==> config.mk <==
export PLATFORM = sky130hd
export DESIGN_NAME = fifo_stream_reader
export DESIGN_NICKNAME = d
export VERILOG_FILES = /design/src/rtl/fifo_stream_reader.sv
export SDC_FILE = /design/constraint.sdc
export NUM_CORES = 1
export LEC_CHECK = 0
export CAP_MARGIN = 20
export CORE_MARGIN = 5
export CORE_UTILIZATION = 54
export DETAILED_ROUTE_END_ITERATION = 6
export GPL_TIMING_DRIVEN = 0
export PLACE_DENSITY = 0.76
export SLEW_MARGIN = 20
export SYNTH_ARGS = -nofsm -noshare
export SYNTH_HDL_FRONTEND = slang
export SYNTH_SLANG_ARGS = --single-unit
export TNS_END_PERCENT = 20
==> constraint.sdc <==
create_clock -name clk -period 3 [get_ports clk]
set_input_delay 0.6 -clock clk [delete_from_list [all_inputs] [get_ports clk]]
set_output_delay 0.6 -clock clk [all_outputs]
set_load 0.005 [all_outputs]
==> src/rtl/fifo_stream_reader.sv <==
// fifo_stream_reader
//
// Pops words out of a synchronous FIFO (one-cycle read latency) and presents
// them as a valid/ready stream. A 3-entry in-order buffer absorbs the read
// latency. Reads are throttled so that words already buffered plus a read
// still in flight never exceed the buffer size. This lets fifo_r_en be
// computed without looking at m_ready.
//
// Ports:
//   clk           - single clock, rising edge
//   rst           - synchronous active-high reset
//   en            - permits new FIFO reads while high
//   fifo_empty    - FIFO empty flag
//   fifo_data_out - FIFO read data, valid the cycle after fifo_r_en
//   fifo_r_en     - FIFO pop request
//   m_valid       - stream word valid
//   m_data        - stream word (buffer head)
//   m_ready       - downstream accepts the word this cycle
//   beat_count    - number of accepted stream beats, wraps
module fifo_stream_reader #(
    parameter int WIDTH   = 32,
    parameter int COUNT_W = 32
) (
    input  logic               clk,
    input  logic               rst,
    input  logic               en,
    input  logic               fifo_empty,
    input  logic [WIDTH-1:0]   fifo_data_out,
    output logic               fifo_r_en,
    output logic               m_valid,
    output logic [WIDTH-1:0]   m_data,
    input  logic               m_ready,
    output logic [COUNT_W-1:0] beat_count
);

    logic [WIDTH-1:0] entry [3];
    logic [WIDTH-1:0] entry_next [3];
    logic [1:0]       occ;
    logic [1:0]       occ_next;
    logic             pend;
    logic [2:0]       inflight;
    logic             capture;
    logic             transfer;
    logic [1:0]       slot;

    // Buffered words plus the read still in flight. This count bounds new reads,
    // so a capture always finds a free slot.
    assign inflight  = {1'b0, occ} + {2'b00, pend};
    assign fifo_r_en = !rst && en && !fifo_empty && (inflight < 3'd3);

    assign capture  = pend;
    assign m_valid  = (occ != 2'd0);
    assign m_data   = entry[0];
    assign transfer = m_valid && m_ready;

    // Next buffer contents. The head shifts forward on a transfer only when a
    // following entry exists. The last delivered word therefore stays on
    // m_data while the buffer is empty. A capture goes into the first free slot
    // after any shift.
    always_comb begin
        for (int i = 0; i < 3; i++) begin
            entry_next[i] = entry[i];
        end
        occ_next = occ;
        slot     = occ;

        if (transfer) begin
            if (occ >= 2'd2) begin
                entry_next[0] = entry[1];
            end
            if (occ == 2'd3) begin
                entry_next[1] = entry[2];
            end
            slot = occ - 2'd1;
        end

        if (capture) begin
            case (slot)
                2'd0:    entry_next[0] = fifo_data_out;
                2'd1:    entry_next[1] = fifo_data_out;
                2'd2:    entry_next[2] = fifo_data_out;
                default: entry_next[2] = entry[2];
            endcase
        end

        if (capture && !transfer) begin
            occ_next = occ + 2'd1;
        end else if (transfer && !capture) begin
            occ_next = occ - 2'd1;
        end
    end

    // State registers. Reset discards buffered words and any in-flight read.
    always_ff @(posedge clk) begin
        if (rst) begin
            occ        <= 2'd0;
            pend       <= 1'b0;
            beat_count <= '0;
            for (int i = 0; i < 3; i++) begin
                entry[i] <= '0;
            end
        end else begin
            occ  <= occ_next;
            pend <= fifo_r_en;
            for (int i = 0; i < 3; i++) begin
                entry[i] <= entry_next[i];
            end
            if (transfer) begin
                beat_count <= beat_count + COUNT_W'(1);
            end
        end
    end

endmodule

==> impl_metrics.toml <==
[finish]
syn_to_final_growth_pct = 28.60
final_nets = 939
finalInstanceArea_sq_um = 8242
fin_util = 0.7157
diodes = 0
layout-drive-gt1-share = 0.1046

[yosys]
muxShareOfSynthArea = 0.01054
synth_top_family_by_area = "simple AND/OR/NAND/NOR gates"
synth_area_sq_um = 6409
synth_largest_area_cell = "dfxtp_1"
yosysTopAreaCellShare = 0.4092
yosys.area_share.simple = 0.2854
synth_warnings = 0
synthTopCellsByCount = "131 x dfxtp_1, 131 x nor3_1, 74 x clkbuf_1"
synth_xor_area_frac = 0.02050
synthAdderAreaFrac = 0.01367
synthTopCellsByArea = "dfxtp_1 41%, nor3_1 10%, a221oi_1 8.7%"
syn_nets = 815
synth.yosys.seq_area_share = 0.4092
syn_inst = 771
synthFlopType = "dfxtp_1"
synth_enable_flop_cells = 0
synth_seq_cells = 131
syn_avg_cell_area_sq_um = 8.312
async_flop_share = 0
ys_types = 41
synth_compound_area_frac = 0.1704

[placement]
dpl.hpwl_microns = 14250
pre_cts_ws_ns = -0.04978
dpl_cell_area_sq_um = 7609
gp_congestion = 0.9224
io_buffer_count = 102

[drt]
drt_first_pass_iters = 5
viasPerCell = 6.460
via_count = 6789
wl_per_cell_microns = 19.27
routed_wl_microns = 20250
drtAntennaViolNets = 0
drc = 0
drtIter0Drc = 727

[cts]
cts-root-buf = "clkbuf_16"
clk_pin_slew_ns = 0.06
cts_buffers = 17
cts_tree = "done"
clk_latency_ns = 0.43
cts_sinks = 131
cts_hold_buf = 0
clk_path_buf_depth = 2
htreeDepth = 4

[floorplan]
core.rowCount = 39
core-area_sq_um = 11520
die_w_microns = 118.9
ios = 103
dieHeight_microns = 118.9
initial_utilization = 0.5565
die_area_sq_um = 14150

[setup_path]
cp_top_family = "buffers and inverters"
r2r_cells = 10
arrival_ns = 3.19
cp_num_cells = 10
critPathBufInv = 5
r2r_setup_slack_ns = 0.17
startpoint_type = "flip-flop"
slowest_stage = "a31oi_2"
path_class = "flip-flop to flip-flop"
critPathMaxFanout = 10
worstPathCellList = "clkbuf_2, inv_1, ha_1, nor2b_1, buf_2, inv_1, a31oi_2, clkbuf_1, o21ai_0, a21oi_1"
endpoint_kind = "flip-flop"
path_common_cell = "inv_1"
slowest_delay_ns = 0.40
cp.required_ns = 3.35

[sta]
final_max_slew_viol_count = 0
fin_tns_setup_ns = 0
min_period_ns = 2.833
max_freq_mhz = 353.0
skew_ns = 0.005632
fin_crit_sh = 0.9443
maxSlewHeadroom = 0.5903
hold_viol = 0
tightest_slew_ns = 0.6146
setup_viol = 0
fin_hold_ws_ns = 0.4714
rsz0062_at_grt = "false"
layout_setup_ws_ns = 0.1671

[grt]
grt_use_total = 0.2843
grt_pass1_vias = 6501
grt_pass1_wl_microns = 32770
grt_start_max_net_pins = 17
antenna_found_initial = 0
globalRoute.totalOverflow = 0

[status]
status = "complete, no violations"

[worst_hold_path]
min_path_cells = 2
hp-class = "flip-flop to flip-flop"

[job]
cap_viol_max_count = 0

[power]
leakagePower_uw = 0.002977
peakVddDrop_v = 0.0004122
power_density_nw_per_um2 = 735.3
[stage by stage]
step	total power, uW	cells
after floorplan	3183	771
after global placement	3891	1016
after detailed placement	3946	1016
after CTS	5992	1048
after global routing	6339	1051
final	6060	1051
[power by group]
group	internal (uW)	total [uW]	switching, uW	leakage (uW)
combinational	682	2010	1330	0.00163
clock	1300	2070	768	0.000291
sequential	1880	1980	99.4	0.00106
total	3860	6060	2200	0.00298
[cells by family after synthesis]
| logic type | count (synthesis) |
|---|---|
| flip-flops | 131 |
| XOR/XNOR | 15 |
| adder cells (fa/ha/maj) | 7 |
| buffers and inverters | 121 |
| multiplexers | 6 |
| AO/OA/AOI/OAI | 162 |
| AND/OR/NAND/NOR | 329 |
[per-layer routing]
| metal | vias to the layer above | track usage | part of all wire |
|---|---|---|---|
| met3 | 59 | 0.08389 | 0.083 |
| li1 | 3140 | - | - |
| met5 | - | 0 | 0 |
| met4 | 0 | 0.1086 | 0.027 |
| met1 | 3223 | 0.3612 | 0.41 |
| met2 | 367 | 0.4575 | 0.48 |
[sequential cells by signal, summed over array words and instances, names as in the netlist]
name	count
entry	96
occ	2
capture	1
beat_count	32
[cells in the final DEF, fill, tap and decap left out, types with 4 or more instances in the layout]
cell             count
mux2_2               6
buf_4               35
clkbuf_8             4
clkbuf_16           17
a21oi_1             48
o21ai_0             35
clkbuf_2             4
clkdlybuf4s50_1    101
nor3_1             131
dfxtp_1            131
xnor2_1              6
or4_1                7
and4_1               4
xor2_1               9
nand4_1              8
nand3_1             41
nor4_1              10
clkinv_2             6
nor2_1              23
nor2b_1              6
and3_1              64
nand2_1             14
o31ai_1              7
ha_1                 7
inv_1                9
clkbuf_1            70
a221oi_1            64
[final timing paths]
kind,to,from
max,entry[0][64],occ[0]
min,entry[0][68],entry[0][68]
min reg2reg,entry[0][68],entry[0][68]
max reg2reg,entry[0][64],occ[0]
[tightest hold or removal path, cell delays in order (launching register included)]
cell and delay [ns]:
dfxtp_1 0.30, o21ai_0 0.06, a21oi_1 0.06
[final cells by class]
type                    instances  area [sq um]
plain buffers                 111         545.5
clock inverters                10         105.1
inverters                      10         37.54
repair buffers                105          1042
multi-input cells             519          3226
well taps                     143         178.9
fillers                       935          3274
clock buffers                  22         484.2
flip-flops and latches        131          2623
[what timing repair did]
action / 4_1_cts / 5_1_grt
endpoints found under the hold margin: 0 / 0
setup buffers: 0 / 3
gates resized for setup: 1 / 12
endpoints found under the setup margin: 1 / 98
Note: power is estimated with default switching activity, not from simulation.
